`src/rtl/regfile_wb_arbiter.sv`:
```
// Shares the register-file write port between the ALU and load write-back stages.
// Build with WB_ARB_ROUND_ROBIN_EN defined for round-robin arbitration (default: mem over alu).
module regfile_wb_arbiter #(
  parameter int unsigned DATA_WIDTH = 32,
  parameter int unsigned ADDR_WIDTH = 5,
  parameter int unsigned ZERO_REG   = 31
) (
  input  logic                  clk,
  input  logic                  reset,
  input  logic                  alu_valid,
  output logic                  alu_ready,
  input  logic [ADDR_WIDTH-1:0] alu_addr,
  input  logic [DATA_WIDTH-1:0] alu_data,
  input  logic                  mem_valid,
  output logic                  mem_ready,
  input  logic [ADDR_WIDTH-1:0] mem_addr,
  input  logic [DATA_WIDTH-1:0] mem_data,
  output logic [ADDR_WIDTH-1:0] write_addr,
  output logic [DATA_WIDTH-1:0] write_data,
  output logic                  write_enable,
  output logic [15:0]           contention_count
);

  localparam int unsigned CNT_WIDTH = 16;
  localparam logic [ADDR_WIDTH-1:0] ZERO_ADDR = ADDR_WIDTH'(ZERO_REG);
  localparam logic [CNT_WIDTH-1:0]  CNT_MAX   = '1;

  typedef struct packed {
    logic [ADDR_WIDTH-1:0] addr;
    logic [DATA_WIDTH-1:0] data;
  } wb_entry_t;

  logic      hold_alu_valid;
  logic      hold_mem_valid;
  wb_entry_t hold_alu;
  wb_entry_t hold_mem;

  logic grant_alu;
  logic grant_mem;
  logic contended;
  logic prefer_alu;
  logic alu_load;
  logic mem_load;

`ifdef WB_ARB_ROUND_ROBIN_EN
  // Pointer flips only on contended grants so the loser is served next.
  always_ff @(posedge clk) begin
    if (reset) begin
      prefer_alu <= 1'b0;
    end else if (contended) begin
      prefer_alu <= grant_mem;
    end
  end
`else
  assign prefer_alu = 1'b0;
`endif

  // Grant depends only on hold state and the pointer, keeping ready free of valid paths.
  always_comb begin
    grant_mem = hold_mem_valid & (~hold_alu_valid | ~prefer_alu);
    grant_alu = hold_alu_valid & ~grant_mem;
    contended = hold_alu_valid & hold_mem_valid;
  end

  assign alu_ready = ~hold_alu_valid | grant_alu;
  assign mem_ready = ~hold_mem_valid | grant_mem;

  // Writes to the hardwired-zero register complete the handshake but are dropped.
  always_comb begin
    alu_load = alu_valid & alu_ready & (alu_addr != ZERO_ADDR);
    mem_load = mem_valid & mem_ready & (mem_addr != ZERO_ADDR);
  end

  always_ff @(posedge clk) begin
    if (reset) begin
      hold_alu_valid <= 1'b0;
      hold_alu       <= '0;
    end else if (alu_load) begin
      hold_alu_valid <= 1'b1;
      hold_alu       <= '{addr: alu_addr, data: alu_data};
    end else if (grant_alu) begin
      hold_alu_valid <= 1'b0;
    end
  end

  always_ff @(posedge clk) begin
    if (reset) begin
      hold_mem_valid <= 1'b0;
      hold_mem       <= '0;
    end else if (mem_load) begin
      hold_mem_valid <= 1'b1;
      hold_mem       <= '{addr: mem_addr, data: mem_data};
    end else if (grant_mem) begin
      hold_mem_valid <= 1'b0;
    end
  end

  // Address/data keep their last value when nothing is granted.
  always_ff @(posedge clk) begin
    if (reset) begin
      write_enable <= 1'b0;
      write_addr   <= '0;
      write_data   <= '0;
    end else begin
      write_enable <= grant_alu | grant_mem;
      if (grant_mem) begin
        write_addr <= hold_mem.addr;
        write_data <= hold_mem.data;
      end else if (grant_alu) begin
        write_addr <= hold_alu.addr;
        write_data <= hold_alu.data;
      end
    end
  end

  always_ff @(posedge clk) begin
    if (reset) begin
      contention_count <= '0;
    end else if (contended && (contention_count != CNT_MAX)) begin
      contention_count <= contention_count + CNT_WIDTH'(1);
    end
  end

endmodule

```
`config.mk`:
```
export PLATFORM = sky130hd
export DESIGN_NAME = regfile_wb_arbiter
export DESIGN_NICKNAME = d
export VERILOG_FILES = /design/src/rtl/regfile_wb_arbiter.sv
export SDC_FILE = /design/constraint.sdc
export NUM_CORES = 1
export LEC_CHECK = 0
export ABC_AREA = 0
export CORE_MARGIN = 10
export CORE_UTILIZATION = 48
export DETAILED_ROUTE_END_ITERATION = 6
export PLACE_DENSITY = 0.76
export SLEW_MARGIN = 0
export SYNTH_ARGS = -nofsm -noshare
export SYNTH_HDL_FRONTEND = slang
export SYNTH_SLANG_ARGS = --single-unit
```
`constraint.sdc`:
```
create_clock -name clk -period 2.2 [get_ports clk]
set_input_delay 0.22 -clock clk [delete_from_list [all_inputs] [get_ports clk]]
set_output_delay 0.22 -clock clk [all_outputs]
set_load 0.005 [all_outputs]
```
# Yosys cells after proc, flatten, opt, wreduce, memory -nomap -nowiden

Cells that the tools add are included.
W data, S select, Z words.

Bits in registers: 130
Bits of input ports: 78
Logic and storage cells: 33
Output and inout port bits: 56

Bitwise operators: 9
Add/subtract/negate cells: 1
Reduce and logical (&&, ||, !) cells: 3
Muxes and demuxes: 7
Equal/unequal tests: 3

Operators with widths:

| kind                    | number |
|---|---|
| $mux W32                | 2 |
| $add A16 B1 Y16 const B | 1 |
| $ne A16 B16 Y1 const B  | 1 |
| $mux W5                 | 2 |
| $ne A5 B5 Y1 const B    | 2 |
| $and A1 B1 Y1           | 5 |
| $reduce_bool A2 Y1      | 2 |
| $mux W1                 | 3 |
| $not A1 Y1              | 2 |
| $or A1 B1 Y1            | 2 |
| $logic_and A1 B1 Y1     | 1 |

# Depth between registers and ports, before layout

Gate-level depths: netlist (run 1).

Depth after elaboration: 6
Mapped depth: 7
Depth with buffers taken out: 5

# Least setup slack after synthesis (run 1)

OpenSTA, ideal clock, no wires.

Path type: flip-flop to flip-flop
From: register contention_count[0]
To: register contention_count[2]
Library setup time: 0.091 ns
Stages on the path, launching flop included: 8
Path buffers: 2
Arrival time: 1.564 ns
Setup slack: 0.545 ns
Period minus slack after synthesis: 1.655 ns
Data required time: 2.109 ns
Cell sequence: dfxtp_1 > ha_1 > nand4_1 > nor4_2 > buf_4 > buf_6 > nor2_1 > a311oi_1

Longest elaborated chain between the ends: 2
Elaborated cells on any way between the ends: 3
Those cells by class: add/sub: 1; eq/ne: 1; reduce/logical: 1

Ends and longest elaborated chain:

| what                                                    | line | source |
|---|---|---|
| start: declaration                                      | 21   | `output logic [15:0] contention_count` |
| start signal: assignment                                | 120  | `contention_count <= contention_count + CNT_WIDTH'(1);` |
| branches (longest 2 deep; another with $add A16 B1 Y16) | n/a  |  |

Several ways; the timed one is not identified.
A chain may end at the register's enable or synchronous reset.

# Worst setup path in the final report (run 1)

From: register hold_mem_valid (netlist: grant_mem)
To: output port alu_ready

Longest elaborated chain between the ends: 3

Ends and longest elaborated chain:

| what                     | line | source |
|---|---|---|
| start: declaration       | 34   | `logic hold_mem_valid;` |
| start signal: assignment | 88   | `hold_mem_valid <= 1'b0;` |
| start signal: assignment | 91   | `hold_mem_valid <= 1'b1;` |
| start signal: assignment | 94   | `hold_mem_valid <= 1'b0;` |
| $not A1 Y1               | n/a  |  |
| $and A1 B1 Y1            | 61   | `grant_alu = hold_alu_valid & ~grant_mem;` |
| $or A1 B1 Y1             | 65   | `assign alu_ready = ~hold_alu_valid \| grant_alu;` |
| end: declaration         | 11   | `output logic alu_ready,` |

Every way passes these cells.

==> results of run 1 <==
## layer usage
layer / part of all wire / GRT usage / vias up
li1: - / - / 2375
met1: 0.42 / 0.221 / 2281
met2: 0.50 / 0.326 / 124
met3: 0.072 / 0.0652 / 12
met4: 0.010 / 0.0597 / 0
met5: 0 / 0 / -
## cells in the final DEF (no fill, tap or decap), types with 2 or more instances in the layout
cell type	n
a21oi_1	121
and3_1	2
buf_12	4
buf_4	9
bufinv_16	3
clkbuf_16	16
clkdlybuf4s50_1	131
clkinv_4	6
clkinvlp_4	3
dfxtp_1	128
dfxtp_2	2
inv_1	2
inv_6	2
mux2i_1	38
nand2_1	154
nand3_1	6
nand4_1	5
nor2_1	79
nor2b_1	2
nor4_1	2
o21a_1	2
o21ai_0	4
o221a_2	2
o311ai_0	2
o31ai_1	5
o41ai_1	3
or3_1	5
or4_1	5
## final timing paths
path                            start                   to  slack [ns]  depth (start not counted)
setup / recovery            grant_mem            alu_ready        0.13                          4
hold / removal                  reset         hold_mem[25]        0.04                          2
setup reg to reg  contention_count[0]  contention_count[2]        0.39                          6
hold reg to reg          hold_alu[31]         hold_alu[31]        0.45                          2
## timing repair
item,CTS,global route
resized for setup,1,1
pin swaps,0,0
endpoints found under the setup margin,1,1
## through the flow
step	hold WS (ns)	instances	area [sq um]	utilization	setup slack, ns
floorplan	0.356	631	5120	-	0.545
global placement	0.441	866	6580	0.634	0.464
detailed placement	0.448	866	6580	0.634	0.435
CTS	0.0199	898	7180	0.692	0.0462
global route	0.0386	898	7180	0.693	0.0434
finish	0.0409	898	7180	0.693	0.132
## power by group
group	switching, uW	internal, uW
registers	60.9	2470
clock network	1080	1740
logic	284	296
## final cells by class
class | count | area [sq um] | area share
Clock buffer | 18 | 418 | 0.0582
Clock inverter | 14 | 183 | 0.0254
Inverter | 3 | 13.8 | 0.00192
Multi-Input combinational cell | 453 | 2330 | 0.325
Sequential cell | 130 | 2610 | 0.363
Tap cell | 136 | 170 | 0.0237
Timing Repair Buffer | 144 | 1460 | 0.203
## registers in the layout (all words and copies together), names as in the netlist
signal,count
write_addr,5
write_data,32
hold_alu,37
write_enable,1
grant_mem,1
contention_count,16
hold_alu_valid,1
hold_mem,37
## kinds of logic after synthesis
group           after synthesis  synth area share
fa+ha+maj                     1           0.00244
buf+inv                      48            0.0405
simple gates                266             0.216
other cells                   1          0.000732
compound gates              147             0.158
mux                          38            0.0742
flops                       130             0.508
## critical path, cell delays in order (launching register included)
cell and delay, ns:
dfxtp_2 0.33, and2_1 0.21, inv_4 0.13, buf_4 0.16
clkdlybuf4s50_1 0.51
==> impl_metrics.toml, run 1 <==
[sta]
period_share = 0.940
tightest_slew_ns = 0.697
fin_crit_ns = 2.07
drv_slew = 0
fin_skew_ns = 0.0101
hold_viol = 0
tns_ns = 0
fmax_mhz = 484
setup_viol = 0
slew-limit-headroom = 0.535
rsz0062_at_grt = "false"

[synth]
synth_area_sq_um = 5120
synth_top_area_cell = "dfxtp_1"
async_flop_share = 0
synth_edf_count = 0
syn_nets = 710
yosysUniqueCellTypes = 41
ys_ff_latch = 130
synthCells = 631
yosysMostFrequentCell = "nand2_1"
seq_area_frac_synth = 0.508
ys_top_cells_by_area = "dfxtp_1 51%, a21oi_1 12%, nand2_1 11%, mux2i_1 7.4%, nor2_1 5.8%"
synth_area_per_cell_sq_um = 8.12
synth_top_area_frac = 0.508
yosys_warnings = 0
synth_ff_type = "dfxtp_1"
ys_top_cells_by_count = "154 x nand2_1, 130 x dfxtp_1, 121 x a21oi_1"

[global_routing]
grt_max_degree = 111
grt_pass1_wl_mm = 23.6
antenna_found_initial = 0
grt_pass1_vias = 4892
overflow = 0
grtUsageTotal = 0.191

[routing]
first_pass_iters = 4
wl_per_cell_um = 16.3
routed_wl_mm = 14.7
ant_nets = 0
routed_via_density = 5.34
drc = 0
drt_iter0_drc = 347
vias = 4792

[finish]
area_growth_pct = 40.2
fillers = 871
drive_gt1_frac = 0.0696
nets = 828
diodes = 0

[floorplan]
rows = 37
die_area_sq_um = 15200
die_h_um = 123
start_util = 0.494
ioPinCount = 134
core_sq_um = 10400
fp.dieW_um = 123

[setup_path]
cp.required_ns = 1.98
crit_path_end_kind = "output port"
worstSetupPathType = "reg -> out"
arrival_ns = 1.85
crit_fanout = 9
cp-start-kind = "flip-flop"

[clock_network]
post_cts_buffers = 0
cts_sinks = 130
cts_tree = "done"
htree_levels = 4
cts_inserted_buffers = 17
cts_root_buffer = "clkbuf_8"
hold_buffers = 0
clk_pin_slew_worst_paths_ns = 0.06
cts.path.max_buffers = 2
clock_latency_ns = 0.51

[pwr]
power.density_nw_per_um2 = 825
vdd_ir_drop_max_v = 0.000563
power_uw = 5930
p_leak_uw = 0.00272

[flow_run]
cap_violations = 0

[hold_path]
hp-class = "in -> reg"

[placement]
hpwl_mm = 9.77
place_congestion = 0.821
io_buffers = 132

[run_status]
status = "finished, final reports clean"
Power figures use the tool's default switching activity.
==> inputs of run 2 (changes only) <==
--- a/config.mk
+++ b/config.mk
@@ -7,9 +7,10 @@
 export LEC_CHECK = 0
 export ABC_AREA = 0
 export CORE_MARGIN = 10
-export CORE_UTILIZATION = 48
+export CORE_UTILIZATION = 62
 export DETAILED_ROUTE_END_ITERATION = 6
-export PLACE_DENSITY = 0.76
+export DONT_BUFFER_PORTS = 1
+export PLACE_DENSITY = 0.75
 export SLEW_MARGIN = 0
 export SYNTH_ARGS = -nofsm -noshare
 export SYNTH_HDL_FRONTEND = slang
==> run 2 against run 1 <==
Compared with the run above:
- combinational power is 16% lower
- routed wire length grew 1.7%
- maximum frequency grew 3.1%
- via count decreased by 2.1%
- core utilization is 12 points higher
- sequential power hardly changed
==> impl_metrics.toml, run 2 (synthesis gave the netlist of run 1 again) <==
[run_status]
status = "finished, final reports clean"

[sta]
drv_slew = 0
fin_skew_ns = 0.0101
hold_viol = 0
tightest_slew_ns = 1.11
rsz0062_at_grt = "false"
tns_ns = 0
fin_crit_ns = 2.01
fmax_mhz = 499
setup_viol = 0
slew-limit-headroom = 0.259
period_share = 0.912

[setup_path]
arrival_ns = 2.40
cp.required_ns = 2.60
crit_chain = "buf_6 > mux2i_1 > nor2_1 > a21oi_1 > nor2_1 > dlygate4sd3_1"
crit_path_end_kind = "flip-flop"
crit_top_cell = "nor2_1"
cp_top_family = "buffers and inverters"
crit_start = "hold_alu_valid"
timing.rr.start = "hold_alu_valid"
crit_fanout = 38
crit_buf_inv = 2
worstSetupPathType = "reg -> reg"
r2r_slack_ns = 0.19
worst_path_max_delay_cell = "dlygate4sd3_1"
r2r-end = "write_data[3]"
cp-start-kind = "flip-flop"
max_stage_delay_ns = 0.55
reg2reg_depth = 6

[floorplan]
fp.dieW_um = 111
die_area_sq_um = 12300
rows = 33
core_sq_um = 8130
die_h_um = 111
ioPinCount = 134
start_util = 0.630

[hold_path]
hold_depth = 3
whs_endpoint = "hold_mem[36]"
hp-class = "in -> reg"
min_from = "mem_valid"

[pwr]
p_clk_frac = 0.490
vdd_ir_drop_max_v = 0.000604
p_seq_frac = 0.427
combPwrFrac = 0.083
p_leak_uw = 0.00261
internal-power_uw = 4550
power.density_nw_per_um2 = 894
swShare = 0.233
p_switching_uw = 1380

[placement]
hpwl_mm = 8.19
place_area_sq_um = 5150
io_buffers = 0
place_inst = 699
place_congestion = 0.795

[finish]
multi_input_area_sq_um = 2330
fin_area_sq_um = 6640
diodes = 0
final_common_cell = "nand2_1"
final_cells = 815
regArea_sq_um = 2610
reg.largest.list = "hold_alu x37, hold_mem x37, write_data x32"
layout_common_cells = "154 x nand2_1, 128 x dfxtp_1, 121 x a21oi_1"
nets = 777
fillers = 504
drive_gt1_frac = 0.0676
area_growth_pct = 29.6

[global_routing]
overflow = 0
grtUsageTotal = 0.237
grt_pass1_vias = 4717
antenna_found_initial = 0
grt_max_degree = 112
grt_pass1_wl_mm = 24.1

[routing]
routed_wl_mm = 14.9
vias = 4691
drc = 0
first_pass_iters = 5
ant_nets = 0
drt_iter0_drc = 328
wl_per_cell_um = 18.3
routed_via_density = 5.76

[clock_network]
clk_pin_slew_worst_paths_ns = 0.06
cts_tree = "done"
cts.path.max_buffers = 2
cts_inserted_buffers = 17
post_cts_buffers = 0
cts_root_buffer = "clkbuf_8"
cts_sinks = 130
htree_levels = 4
clock_latency_ns = 0.51

[flow_run]
cap_violations = 0
## run 2: cell count changes in the layout (fill, tap and decap cells not counted), sizes merged
cell           previous run  this run
dlygate4sd3               0        84
buf                      13         9
clkinvlp                  3         2
bufinv                    3         4
clkdlybuf4s50           131         0
inv                       5         4
## run 2: worst reg2reg max path: cells and delay by family, from the launching register on
kind,cells,cell delay (ns)
AO/OA/AOI/OAI,1,0.14
flip-flops,1,0.35
AND/OR/NAND/NOR,2,0.13
buffers and inverters,2,0.98
multiplexers,1,0.31
## run 2: per-layer routing
layer | up-vias | part of all wire | global-route usage | wire length, um
met5 | - | 0 | 0 | 0
met4 | 0 | 0.017 | 0.0859 | 252
met3 | 28 | 0.096 | 0.0904 | 1430
met2 | 189 | 0.51 | 0.414 | 7570
met1 | 2207 | 0.38 | 0.254 | 5670
li1 | 2267 | - | - | -
## run 2: how the worst max path moves through the flow
stage	slack [ns]	to	depth (start not counted)
after floorplan	0.54	contention_count[2]	7
after detailed placement	0.36	contention_count[14]	5
final	0.19	write_data[3]	6
after CTS	0.11	write_data[3]	6
after global routing	0.08	write_data[8]	6
after global placement	0.43	contention_count[14]	5
## run 2: area by class of cell
class                      instances  share of cell area
inverter                           3             0.00170
clock inverter                    13              0.0279
timing repair buffer              93               0.142
sequential                       130               0.392
tap                              105              0.0198
clock buffer                      18              0.0645
multi-input combinational        453               0.351
## run 2: power by group through the flow
stage	clock, uW	combinational, uW	sequential [uW]
6_report	2910	490	2540
5_1_grt	3050	537	2550
4_1_cts	2920	474	2530
3_5_place_dp	0	315	2580
3_3_place_gp	0	303	2580
2_1_floorplan	0	285	2560
## run 2: stage by stage
| stage | hold slack, ns | setup WS, ns | total power [uW] | util |
|---|---|---|---|---|
| 4_1_cts | 0.0427 | 0.108 | 5930 | 0.816 |
| 6_report | 0.0634 | 0.194 | 5940 | 0.816 |
| 3_5_place_dp | 0.305 | 0.361 | 2900 | 0.634 |
| 5_1_grt | 0.0615 | 0.0844 | 6130 | 0.816 |
| 2_1_floorplan | 0.356 | 0.545 | 2850 | - |
| 3_3_place_gp | 0.303 | 0.429 | 2880 | 0.634 |
## run 2: repair_timing
| action | CTS | global route |
|---|---|---|
| hold buffers | 85 | 0 |
| setup endpoints to repair | 0 | 3 |
| gates resized for setup | 0 | 1 |
| hold endpoints to repair | 128 | 0 |
==> inputs of run 3 (changes only) <==
--- a/config.mk
+++ b/config.mk
@@ -6,7 +6,6 @@
 export NUM_CORES = 1
 export LEC_CHECK = 0
 export ABC_AREA = 0
-export CORE_MARGIN = 10
 export CORE_UTILIZATION = 62
 export DETAILED_ROUTE_END_ITERATION = 6
 export DONT_BUFFER_PORTS = 1
==> run 3 against run 2 <==
Compared with the run above:
- sequential power is essentially flat
- clock-buffer cell count did not move
- highest routed layer unchanged
- cell count shrank 0.74%
- non-clock buffer count fell by 4
- core utilization rose by 2.4 points
- routed wire length is 2.7% lower
- worst setup slack got worse by 0.041 ns
- maximum frequency shrank 2.0%
- clock power shrank 5%
- first-iteration DRC count is 25% lower
- critical path depth did not move
- flip-flop and latch count did not move
==> impl_metrics.toml, run 3 (synthesis gave the netlist of run 1 again) <==
[finish]
area_growth_pct = 28.7
reg.largest.list = "hold_alu x37, hold_mem x37, write_data x32"
drive_gt1_frac = 0.0721
layout_common_cells = "154 x nand2_1, 128 x dfxtp_1, 121 x a21oi_1"
nets = 774
final_common_cell = "nand2_1"
final_cells = 809
diodes = 0

[pwr]
vdd_ir_drop_max_v = 0.000652
p_clk_frac = 0.475
p_leak_uw = 0.00257
p_seq_frac = 0.438
combPwrFrac = 0.087
power.density_nw_per_um2 = 877
internal-power_uw = 4410
p_switching_uw = 1370
swShare = 0.238
power_uw = 5780

[clock_network]
htree_levels = 4
cts_root_buffer = "clkbuf_8"
cts_inserted_buffers = 17
cts.path.max_buffers = 2
clk_pin_slew_worst_paths_ns = 0.06
cts_tree = "done"
post_cts_buffers = 0
cts_sinks = 130
clock_latency_ns = 0.51

[sta]
tns_ns = 0
rsz0062_at_grt = "false"
slew-limit-headroom = 0.296
drv_slew = 0
fin_skew_ns = 0.0183
tightest_slew_ns = 1.05
setup_viol = 0
hold_viol = 0
period_share = 0.930
fmax_mhz = 489
whs_ns = 0.0312
layout_setup_ws_ns = 0.153
fin_crit_ns = 2.05

[routing]
first_pass_iters = 5
drt_iter0_drc = 246
ant_nets = 0
vias = 4788
routed_wl_mm = 14.5
routed_via_density = 5.92
drc = 0
wl_per_cell_um = 18.0

[placement]
place_congestion = 0.831
io_buffers = 0
place_inst = 697
dp_slack_ns = 0.406
hpwl_mm = 7.25

[setup_path]
crit_buf_inv = 2
cp_top_family = "buffers and inverters"
crit_chain = "buf_6 > mux2i_1 > nor2_1 > a21oi_1 > nor2_1 > dlygate4sd3_1"
worst_path_max_delay_cell = "dlygate4sd3_1"
crit_top_cell = "nor2_1"
arrival_ns = 2.44
cp-start-kind = "flip-flop"
crit_fanout = 38
cp.required_ns = 2.59
worstSetupPathType = "reg -> reg"
max_stage_delay_ns = 0.58
crit_path_end_kind = "flip-flop"

[floorplan]
rows = 32
core_sq_um = 7850
ioPinCount = 134
die_area_sq_um = 8630
fp.dieW_um = 92.9
die_h_um = 92.9
start_util = 0.653

[global_routing]
overflow = 0
grt_pass1_wl_mm = 22.4
grt_use_met2 = 0.606
grt_max_degree = 111
antenna_found_initial = 0
use_met3 = 0.0878
grt.met1_usage = 0.365
grt_pass1_vias = 4781
top_usage_layer = "met2"
grtUsageTotal = 0.334

[run_status]
status = "finished, final reports clean"

[flow_run]
cap_violations = 0

[hold_path]
hp-class = "in -> reg"
run 3: cell count changes in the layout (fill, tap and decap cells not counted):
cell           change
o211ai_2           +1
inv_2              +1
o211a_4            +1
clkbuf_1           +1
inv_1              -1
bufinv_16          -1
o211a_1            -1
buf_12             +1
clkbuf_8           -1
dlygate4sd3_1      -5
clkinvlp_4         +1
run 3: final timing paths:
check	depth (start not counted)	start	end	slack [ns]
setup / recovery	6	hold_alu_valid	write_data[9]	0.15
hold / removal	3	alu_valid	hold_alu[32]	0.03
hold reg to reg	2	hold_alu[31]	hold_alu[31]	0.46
setup reg to reg	6	hold_alu_valid	write_data[9]	0.15
run 3: power groups by stage:
stage,logic [uW],clock network [uW],registers [uW]
5_1_grt,543,2880,2540
4_1_cts,471,2750,2530
6_report,501,2750,2540
3_5_place_dp,320,0,2580
3_3_place_gp,308,0,2580
2_1_floorplan,285,0,2560
run 3: worst register-to-register path, stage by stage (launching register included):
cell	delay, ns
dfxtp_2	0.35
buf_6	0.44
mux2i_1	0.28
nor2_1	0.07
a21oi_1	0.16
nor2_1	0.07
dlygate4sd3_1	0.58
run 3: layout make-up:
cell class / instances / area (sq um)
inverter: 3 / 11.3
fill: 469 / 1250
sequential: 130 / 2610
multi-input combinational: 454 / 2350
clock buffer: 18 / 418
tap: 102 / 128
timing repair buffer: 89 / 915
clock inverter: 13 / 163
run 3: what timing repair did:
action / CTS / global route
gates resized for setup: 0 / 4
endpoints found under the hold margin: 128 / 0
hold buffers: 80 / 0
setup endpoints to repair: 0 / 7
run 3: layer usage:
| layer | vias to the layer above | part of all wire |
|---|---|---|
| li1 | 2275 | - |
| met1 | 2266 | 0.38 |
| met2 | 220 | 0.53 |
| met3 | 27 | 0.072 |
| met4 | 0 | 0.016 |
| met5 | - | 0 |
run 3: stage by stage:
step	util	area (sq um)
floorplan	-	5120
global placement	0.659	5170
detailed placement	0.659	5170
CTS	0.837	6570
global route	0.840	6590
finish	0.840	6590
